File: config.mk
export PLATFORM = sky130hd
export DESIGN_NAME = fan_pwm_ramp_ctrl
export DESIGN_NICKNAME = d
export VERILOG_FILES = /design/src/rtl/fan_pwm_ramp_ctrl.sv
export SDC_FILE = /design/constraint.sdc
export NUM_CORES = 1
export LEC_CHECK = 0
export CAP_MARGIN = 20
export CELL_PAD_IN_SITES_DETAIL_PLACEMENT = 1
export CELL_PAD_IN_SITES_GLOBAL_PLACEMENT = 1
export CORE_MARGIN = 10
export CORE_UTILIZATION = 46
export DETAILED_ROUTE_END_ITERATION = 12
export PLACE_DENSITY_LB_ADDON = 0.1
export SYNTH_ARGS = -nofsm -noshare
export SYNTH_HDL_FRONTEND = slang
export SYNTH_SLANG_ARGS = --single-unit
export TNS_END_PERCENT = 1
File: constraint.sdc
create_clock -name clk_i -period 3.5 [get_ports clk_i]
set_input_delay 0.525 -clock clk_i [delete_from_list [all_inputs] [get_ports clk_i]]
set_output_delay 0.525 -clock clk_i [all_outputs]
set_load 0.01 [all_outputs]
File: src/rtl/fan_pwm_ramp_ctrl.sv
// -----------------------------------------------------------------------------
// fan_pwm_ramp_ctrl
//
// Board fan controller. Converts the 4-bit fan switch setting into a PWM fan
// drive whose period is 15*StepCycles clocks (~25 kHz at 50 MHz). A fan that
// is stopped is first kick-started at 100 % duty for KickPeriods PWM periods.
// After that, the applied duty level walks one step at a time toward the
// requested level, with one step every RampPeriods PWM periods. The level,
// the state and the target are only updated at a period boundary, so a PWM
// period always completes with the duty it started with.
//
// Ports
//   clk_i          in   soc clock
//   rst_ni         in   synchronous active-low reset
//   pwm_setting_i  in   requested level 0..15 (asynchronous board switches)
//   fan_pwm_o      out  registered PWM drive
//   level_o        out  duty level currently applied (0..15)
//   busy_o         out  high while kick-starting or ramping
//   period_tick_o  out  one-cycle pulse on the last cycle of each PWM period
// -----------------------------------------------------------------------------
module fan_pwm_ramp_ctrl #(
    parameter int StepCycles  = 134,
    parameter int RampPeriods = 64,
    parameter int KickPeriods = 500,
    parameter int SyncStages  = 2
) (
    input  logic       clk_i,
    input  logic       rst_ni,
    input  logic [3:0] pwm_setting_i,
    output logic       fan_pwm_o,
    output logic [3:0] level_o,
    output logic       busy_o,
    output logic       period_tick_o
);

    localparam int P  = 15 * StepCycles;
    localparam int PW = $clog2(P);
    localparam int TW = PW + 1;
    localparam int KW = $clog2(KickPeriods + 1);
    localparam int RW = $clog2(RampPeriods + 1);

    localparam logic [PW-1:0] PCNT_LAST = PW'(P - 1);
    localparam logic [KW-1:0] KICK_LAST = KW'(KickPeriods - 1);
    localparam logic [RW-1:0] RAMP_LAST = RW'(RampPeriods - 1);

    typedef enum logic [1:0] {
        ST_OFF,
        ST_KICK,
        ST_RAMP,
        ST_STEADY
    } state_t;

    state_t         state;
    logic [3:0]     sync_p [SyncStages];
    logic [3:0]     tgt_s;
    logic [PW-1:0]  pcnt;
    logic [PW-1:0]  pcnt_nxt;
    logic [KW-1:0]  kick_cnt;
    logic [RW-1:0]  ramp_cnt;
    logic [3:0]     lvl_step;
    logic           pwm_d;

    // Duty comparator: high while the period counter is below level*StepCycles.
    // The end levels are forced so that 0 and 15 never produce a stray edge.
    function automatic logic duty_bit(input state_t st, input logic [3:0] lvl,
                                      input logic [PW-1:0] cnt);
        logic [TW-1:0] thr;
        thr = TW'(lvl) * TW'(StepCycles);
        if (st == ST_KICK)
            return 1'b1;
        else if (lvl == 4'd15)
            return 1'b1;
        else if (lvl == 4'd0)
            return 1'b0;
        else
            return ({1'b0, cnt} < thr);
    endfunction

    // One level toward the target, saturating at 0 and 15.
    function automatic logic [3:0] step_toward(input logic [3:0] lvl, input logic [3:0] tgt);
        if ((tgt > lvl) && (lvl != 4'd15))
            return lvl + 4'd1;
        else if ((tgt < lvl) && (lvl != 4'd0))
            return lvl - 4'd1;
        else
            return lvl;
    endfunction

    // ---- switch synchroniser ----
    always_ff @(posedge clk_i) begin
        if (!rst_ni) begin
            for (int i = 0; i < SyncStages; i++)
                sync_p[i] <= '0;
        end else begin
            sync_p[0] <= pwm_setting_i;
            for (int i = 1; i < SyncStages; i++)
                sync_p[i] <= sync_p[i-1];
        end
    end

    // The FSM only looks at this on period_tick_o, which is what latches the
    // target once per period.
    assign tgt_s = sync_p[SyncStages-1];

    // ---- PWM period counter ----
    assign pcnt_nxt = (pcnt == PCNT_LAST) ? '0 : pcnt + 1'b1;

    always_ff @(posedge clk_i) begin
        if (!rst_ni) begin
            pcnt          <= '0;
            period_tick_o <= 1'b0;
        end else begin
            pcnt          <= pcnt_nxt;
            period_tick_o <= (pcnt_nxt == PCNT_LAST);
        end
    end

    // ---- duty generation, one cycle behind the counter ----
    assign pwm_d = duty_bit(state, level_o, pcnt);

    always_ff @(posedge clk_i) begin
        if (!rst_ni)
            fan_pwm_o <= 1'b0;
        else
            fan_pwm_o <= pwm_d;
    end

    // ---- kick / ramp state machine, advanced once per PWM period ----
    assign lvl_step = step_toward(level_o, tgt_s);

    always_ff @(posedge clk_i) begin
        if (!rst_ni) begin
            state    <= ST_OFF;
            level_o  <= 4'd0;
            busy_o   <= 1'b0;
            kick_cnt <= '0;
            ramp_cnt <= '0;
        end else if (period_tick_o) begin
            case (state)
                ST_OFF: begin
                    if (tgt_s != 4'd0) begin
                        state    <= ST_KICK;
                        busy_o   <= 1'b1;
                        kick_cnt <= '0;
                    end
                end

                ST_KICK: begin
                    if (tgt_s == 4'd0) begin
                        state    <= ST_OFF;
                        busy_o   <= 1'b0;
                        level_o  <= 4'd0;
                        kick_cnt <= '0;
                    end else if (kick_cnt == KICK_LAST) begin
                        kick_cnt <= '0;
                        ramp_cnt <= '0;
                        level_o  <= 4'd1;
                        if (tgt_s == 4'd1) begin
                            state  <= ST_STEADY;
                            busy_o <= 1'b0;
                        end else begin
                            state  <= ST_RAMP;
                            busy_o <= 1'b1;
                        end
                    end else begin
                        kick_cnt <= kick_cnt + 1'b1;
                    end
                end

                // The direction is re-evaluated at every step and the step
                // timer keeps running across target changes. Ramping down to
                // zero ends in OFF, so a later nonzero setting kicks again.
                ST_RAMP: begin
                    if (ramp_cnt == RAMP_LAST) begin
                        ramp_cnt <= '0;
                        level_o  <= lvl_step;
                        if (lvl_step == tgt_s) begin
                            state  <= (tgt_s == 4'd0) ? ST_OFF : ST_STEADY;
                            busy_o <= 1'b0;
                        end
                    end else begin
                        ramp_cnt <= ramp_cnt + 1'b1;
                    end
                end

                ST_STEADY: begin
                    if (tgt_s != level_o) begin
                        state    <= ST_RAMP;
                        busy_o   <= 1'b1;
                        ramp_cnt <= '0;
                    end
                end

                default: begin
                    state   <= ST_OFF;
                    busy_o  <= 1'b0;
                    level_o <= 4'd0;
                end
            endcase
        end
    end

endmodule

==> summary.md, run 1 <==
| Metric | Value |
|---|---|
| Status | `completed` |
| CP Launch Point | `level_o[3]$_SDFFE_PN0P_` |
| Max-cap violations | `0` |
| Mapped Nets | `about 360` |
| Core Area | `~0.0056 mm²` |
| Post-route cell area | `about 0.0030 mm²` |
| Vias in the first global route | `between 2000 and 2500` |
| CP Launch Type | `flop` |
| Register area | `between 800 and 900 µm²` |
| Synthesis-to-layout area growth | `11.0%` |
| Layout Nets | `between 300 and 400` |
| Cell taking the most area after synthesis | `dfxtp_1` |
| Layout Cells excl Fill | `about 410` |
| CTS tree | `built` |
| Most frequent cell after synthesis | `dfxtp_1` |
| Die ar. | `0.00929 mm²` |
| Reg-to-Reg Start | `level_o[3]$_SDFFE_PN0P_` |
| Mapped Area | `about 0.0027 mm²` |
| Drt pass-1 iters | `4` |
| Met1 Use GR | `19.3%` |
| FFs w/ async S/R, synth | `0%` |
| Primary FF master, synth | `dfxtp_1` |
| Min-delay src | `ramp_cnt[6]$_SDFFE_PN0P_` |
| Synth top cells by count | `dfxtp_1, nand2_1, nor2_1` |
| Worst Path Required | `~3.7 ns` |
| Port Buf Inserts | `12` |
| CTS H-tree lvls | `2` |
| F_max | `between 0.3 and 0.4 GHz` |
| CTS Sinks | `between 40 and 50` |
| Reg2reg setup slack | `roughly 0.5 ns` |
| Setup Skew | `0.00505 ns` |
| Ports | `13` |
| Via count | `between 2000 and 2500` |
| Post-synth EDFFs | `0` |
| Total track usage | `between 10% and 20%` |
| Warnings, synthesis | `0` |
| Worst Hold Class | `flop to flop` |
| Hold Path Stages | `2` |
| # fillers | `between 600 and 700` |
| Leakage power | `~1.2 nW` |
| Setup Buffers After CTS | `0` |
| Register area share after synthesis | `around 33%` |
| Post-DRT Antenna Nets | `0` |
| Die W | `about 96 µm` |
| Total Wirelength | `about 6300 µm` |
| Routed vias/inst | `5.48` |
| Hold Buf Count CTS | `0` |
| Placed instance count | `around 400` |
| CTS root buffer | `clkbuf_8` |
| Unique masters post-synth | `44` |
| CP Capture Type | `flop` |
| First-pass GRT wire length | `between 10000 and 15000 µm` |
| Post-route minimum period | `~3 ns` |
| Syn Area/Cell | `approximately 8.5 µm²` |
| Yosys top cell area share | `about a third` |
| Routed length per instance | `~15 µm` |
| CP arrival | `roughly 3.2 ns` |
| Period Utilization, post-route | `a little under nine tenths` |
| Post-synthesis cell count | `317` |
| Top Usage Layer GRT | `met2` |
| Deepest clock path buffer count | `2` |
| Die Ht | `96.4 µm` |
| Cell Pwr Density | `~300 mW/mm²` |
| Initial drt markers | `49` |
| Placement Rows | `27` |
| M2 GR Usage | `22.8%` |
| Final hold violations | `0` |
| Multi-input gate area | `approximately 0.0017 mm²` |
| Post-DP Area | `between 0.002 and 0.003 mm²` |
| Global-route met3 utilization | `3.24%` |
| CTS resizes | `0` |
| Grt ovf | `0` |
| Slew @ Worst Pin | `approximately 0.46 ns` |
| Drc violations | `0` |
| Final setup viols | `0` |
| Initial antenna violation count | `0` |
| Clock Latency Late Sink | `~0.30 ns` |
| Max-Slew Margin vs Limit | `between 60% and 70%` |
| Final Max Slew Viols | `0` |
| CTS buffer count | `5` |
| Yosys reg bits | `44` |
| Starting Density | `between 40% and 50%` |
| Synth area leaders | `dfxtp_1, ha_1, nand2_1` |
| Share of cells above drive strength 1 | `5.39%` |
| Crit Path Class | `flop to flop` |
| Diodes inserted | `0` |
| Hpwl dp | `between 4000 and 5000 µm` |
| RR Endpoint | `fan_pwm_o$_SDFF_PN0_` |
| Largest net degree at the start of global routing | `24` |
| GP Congestion | `between 0.8 and 0.9` |
| Hold Path End | `ramp_cnt[6]$_SDFFE_PN0P_` |
| CP max FO | `6` |
| Setup TNS | `0 ns` |
| Peak supply drop | `240 µV` |
| RSZ-0062 raised after global routing | `no` |
| Worst-path clk slew | `0.08 ns` |
| R2R depth | `14` |
## placed cells by master, fill, tap and decap left out, types with 2 or more instances in the layout
cell | Yosys | layout
a21oi_1 | 21 | 21
and2_1 | 10 | 10
o21ai_0 | 13 | 13
mux2i_1 | 3 | 3
nand4_1 | 7 | 7
or3_1 | 5 | 5
nand2b_1 | 3 | 3
nor2_1 | 35 | 35
and4_1 | 2 | 2
ha_1 | 33 | 33
a21boi_0 | 4 | 4
clkdlybuf4s50_1 | 0 | 12
o21a_1 | 3 | 3
o21ai_1 | 3 | 3
nand3_1 | 7 | 7
buf_4 | 0 | 3
nand2_1 | 39 | 39
dfxtp_1 | 44 | 44
nor2b_1 | 4 | 4
xnor2_1 | 14 | 14
nor3_1 | 7 | 7
and3_1 | 3 | 3
clkbuf_8 | 0 | 5
inv_1 | 14 | 14
nor4b_1 | 2 | 2
xor2_1 | 16 | 16
a41oi_2 | 2 | 2
## layer usage
metal / wire length [µm] / part of all wire [%]
met2: 2750 / 44
met3: 214 / 3.4
met5: 0 / 0
met4: 69 / 1.1
met1: 3250 / 52
## sequential cells by signal, indices dropped and copies added, names as in the netlist
signal and cells:
busy_o 1, fan_pwm_o 1, kick_cnt 9, level_o 4
pcnt 11, period_tick_o 1, ramp_cnt 7, state 2
sync_p 8
## through the flow
| stage | worst slack (ns) | power [mW] | util (%) | hold WS, ns |
|---|---|---|---|---|
| after floorplan | 0.649 | 0.566 | - | 0.409 |
| after global placement | 0.674 | 0.584 | 52.0 | 0.414 |
| after detailed placement | 0.506 | 0.585 | 52.0 | 0.420 |
| after CTS | 0.469 | 0.897 | 53.5 | 0.442 |
| after global routing | 0.212 | 0.927 | 53.5 | 0.460 |
| final | 0.490 | 0.883 | 53.5 | 0.437 |
## worst max-delay path, stage by stage, from the launching register on
cell	delay, ns
dfxtp_1	0.45
inv_1	0.16
ha_1	0.30
ha_1	0.19
ha_1	0.20
a21oi_1	0.23
nor2_1	0.12
nand2_1	0.10
xnor2_1	0.12
ha_1	0.26
nand2_1	0.06
or4bb_1	0.49
a21oi_1	0.13
a21oi_1	0.06
o31ai_1	0.07
## area by class of cell
cell class / count / area share [%]
multi-input cells: 254 / 58.1
well taps: 72 / 3.02
repair buffers: 15 / 4.79
inverters: 14 / 1.76
flip-flops and latches: 44 / 29.6
clock buffers: 5 / 2.31
clock inverters: 2 / 0.420
## logic make-up after synthesis
logic type | Yosys count | share of synthesized area [%]
and+or+nand+nor | 136 | 26.4
xor gates and xnor gates | 30 | 9.79
DFF | 44 | 32.8
buffers and inverters | 19 | 2.66
AOI/OAI and AO/OA | 52 | 11.8
adders and majority gates | 33 | 15.4
muxes | 3 | 1.12
## power by group
| group | internal [mW] | switching (mW) |
|---|---|---|
| Clock | 0.135 | 0.174 |
| Combinational | 0.0254 | 0.0321 |
| Sequential | 0.507 | 0.00853 |
| Total | 0.668 | 0.215 |
## how the worst max path moves through the flow
stage,end,depth (start not counted)
after detailed placement,fan_pwm_o$_SDFF_PN0_,14
after CTS,fan_pwm_o$_SDFF_PN0_,14
after floorplan,fan_pwm_o$_SDFF_PN0_,14
after global placement,fan_pwm_o$_SDFF_PN0_,15
final,fan_pwm_o$_SDFF_PN0_,14
after global routing,fan_pwm_o$_SDFF_PN0_,14
No activity file was read; power rests on OpenSTA's default activity.
==> inputs of run 2 (changes only) <==
Settings changed: TNS_END_PERCENT 1 to default.
==> results of run 2 <==
Final layout, timing and power as in run 1 (identical DEF).
==> inputs of run 3 (changes only) <==
Settings changed: GPL_TIMING_DRIVEN from default to 0.
==> run 3 against run 2 <==
Final cell count up 0.49%; sequential share of layout area shrank 0.26 points; largest cell class unchanged; power rose by 12%; largest power group unchanged; worst hold slack better by 0.0063 ns; clock skew increased by 0.00089 ns; via count is 0.81% higher; first-iteration DRC count is 29% higher; core utilization increased by 0.47 points; combinational power shrank 2%.
==> summary.md, run 3 (synthesis gave the netlist of run 1 again) <==
| Metric | Value |
|---|---|
| Worst Hold Class | `flop to flop` |
| Worst-path clk slew | `0.09 ns (about the same)` |
| Status | `completed` |
| Slew @ Worst Pin | `0.481 ns (+0.0227 ns)` |
| Peak supply drop | `239 µV (-0.41%)` |
| Core Area | `0.00557 mm² (unchanged)` |
| CTS root buffer | `clkbuf_8` |
| R2R depth | `14 (unchanged)` |
| Reg-to-Reg Start | `level_o[2]$_SDFFE_PN0P_` |
| Setup Skew | `0.00594 ns (+0.000890 ns)` |
| Share of cells above drive strength 1 | `4.76% (-0.63 points)` |
| Die ar. | `0.00929 mm² (unchanged)` |
| Setup Buffers After CTS | `0 (unchanged)` |
| Setup TNS | `0 ns (unchanged)` |
| Final hold violations | `0 (unchanged)` |
| Max-Slew Margin vs Limit | `67.9% (-1.5 points)` |
| CTS buffer count | `5 (unchanged)` |
| Max reg flops | `11 (unchanged)` |
| Final Max Slew Viols | `0 (unchanged)` |
| Max-cap violations | `0 (unchanged)` |
| Post-DRT Antenna Nets | `0 (unchanged)` |
| Drc violations | `0 (unchanged)` |
| Initial drt markers | `63 (+29%)` |
| GP Congestion | `0.790 (-2.5%)` |
| Hold Buf Count CTS | `0 (unchanged)` |
| CTS tree | `built` |
| CTS resizes | `0 (unchanged)` |
| Commonest non-fill, non-tap cell in the layout | `dfxtp_1` |
| Final setup viols | `0 (unchanged)` |
| CP arrival | `3.47 ns (+0.25 ns)` |
| Largest net degree at the start of global routing | `15 (-38%)` |
| Drt pass-1 iters | `4 (unchanged)` |
| Most frequent cells in the layout | `dfxtp_1, nand2_1, nor2_1, ha_1, a21oi_1` |
| Die Ht | `96.4 µm (unchanged)` |
| Hold Path End | `ramp_cnt[6]$_SDFFE_PN0P_` |
| Die W | `96.4 µm (unchanged)` |
| First-pass GRT wire length | `10700 µm (+0.52%)` |
| Vias in the first global route | `2274 (unchanged)` |
| F_max | `0.307 GHz (-7.7%)` |
| Deepest clock path buffer count | `2 (unchanged)` |
| Biggest regs | `pcnt x11, kick_cnt x9, sync_p x8` |
| Post-route minimum period | `3.26 ns (+0.251 ns)` |
| RR Endpoint | `fan_pwm_o$_SDFF_PN0_` |
| Routed vias/inst | `5.50 (+0.32%)` |
| Routed length per instance | `15.3 µm (-1.3%)` |
| CP max FO | `7 (+1)` |
| Diodes inserted | `0 (unchanged)` |
| Layout Cells excl Fill | `408 (+0.49%)` |
| CTS H-tree lvls | `2 (unchanged)` |
| Clock Latency Late Sink | `0.30 ns (about the same)` |
| Total power | `0.988 mW (+12%)` |
| Hpwl dp | `4810 µm (-1.9%)` |
| Total track usage | `14.3% (-0.091 points)` |
| Hold Path Stages | `2 (unchanged)` |
| Leakage power | `1.16 nW (+0.66%)` |
| Grt ovf | `0 (unchanged)` |
| CP Capture Type | `flop` |
| CP Launch Type | `flop` |
| Placed instance count | `400 (+0.25%)` |
| Placement Rows | `27 (unchanged)` |
| Total Wirelength | `6230 µm (-0.78%)` |
| Reg2reg setup slack | `0.24 ns (-0.25 ns)` |
| Min-delay src | `ramp_cnt[6]$_SDFFE_PN0P_` |
| Port Buf Inserts | `11 (-1)` |
| Worst Path Required | `3.71 ns (about the same)` |
| Ports | `13 (unchanged)` |
| RSZ-0062 raised after global routing | `no` |
| Starting Density | `48.2% (unchanged)` |
| Layout Utilization | `53.9% (+0.47 points)` |
| Top reg by flops | `pcnt` |
| Layout Nets | `374 (+0.27%)` |
| Crit Path Class | `flop to flop` |
| Period Utilization, post-route | `93.2% (+7.2 points)` |
| Synthesis-to-layout area growth | `12.0%` |
| Initial antenna violation count | `0 (unchanged)` |
| Cell Pwr Density | `329 mW/mm² (+11%)` |
| Via count | `2242 (+0.81%)` |
| CTS Sinks | `44 (unchanged)` |
run 3: per-layer routing:
layer | track usage (%) | part of all wire, %
met5 | 0 | 0
met3 | 2.70 | 2.9
met2 | 23.7 | 46
met1 | 18.7 | 50
met4 | 3.75 | 0.77
run 3: worst max-delay path by stage:
| stage | startpoint | end | slack (ns) | cells past startpoint |
|---|---|---|---|---|
| 6_report | level_o[2]$_SDFFE_PN0P_ | fan_pwm_o$_SDFF_PN0_ | 0.24 | 14 |
| 4_1_cts | level_o[2]$_SDFFE_PN0P_ | fan_pwm_o$_SDFF_PN0_ | 0.23 | 14 |
| 3_5_place_dp | level_o[2]$_SDFFE_PN0P_ | fan_pwm_o$_SDFF_PN0_ | 0.27 | 14 |
| 2_1_floorplan | level_o[2]$_SDFFE_PN0P_ | fan_pwm_o$_SDFF_PN0_ | 0.65 | 14 |
| 5_1_grt | level_o[2]$_SDFFE_PN0P_ | fan_pwm_o$_SDFF_PN0_ | 0.07 | 14 |
| 3_3_place_gp | level_o[2]$_SDFFE_PN0P_ | fan_pwm_o$_SDFF_PN0_ | 0.33 | 14 |
run 3: power by group:
group	leakage (nW)	internal [mW]	switching (mW)	total [mW]
combinational	0.742	0.0245	0.0321	0.0565
clock	0.0614	0.234	0.183	0.416
sequential	0.357	0.507	0.00820	0.516
run 3: area by class of cell:
cell class                 count  area (µm²)
buffer                         5        18.8
multi-input combinational    254        1730
clock buffer                   6        82.6
timing repair buffer          11         110
clock inverter                 2        38.8
tap                           72        90.1
fill                         697        2570
sequential                    44         881
inverter                      14        52.6
run 3: metrics by stage:
step | hold slack (ns) | setup WS [ns] | area (µm²)
2_1_floorplan | 0.409 | 0.649 | 2690
5_1_grt | 0.459 | 0.0684 | 3010
3_5_place_dp | 0.427 | 0.274 | 2890
3_3_place_gp | 0.419 | 0.331 | 2890
6_report | 0.443 | 0.239 | 3010
4_1_cts | 0.446 | 0.227 | 3010
run 3: critical path: stages, from the launching register on:
cell	delay (ns)
dfxtp_1	0.52
inv_1	0.21
ha_1	0.33
ha_1	0.18
ha_1	0.19
a21oi_1	0.22
nor2_1	0.12
nand2_1	0.11
xnor2_1	0.13
ha_1	0.27
nand2_1	0.07
or4bb_1	0.51
a21oi_1	0.14
a21oi_1	0.06
o31ai_1	0.10
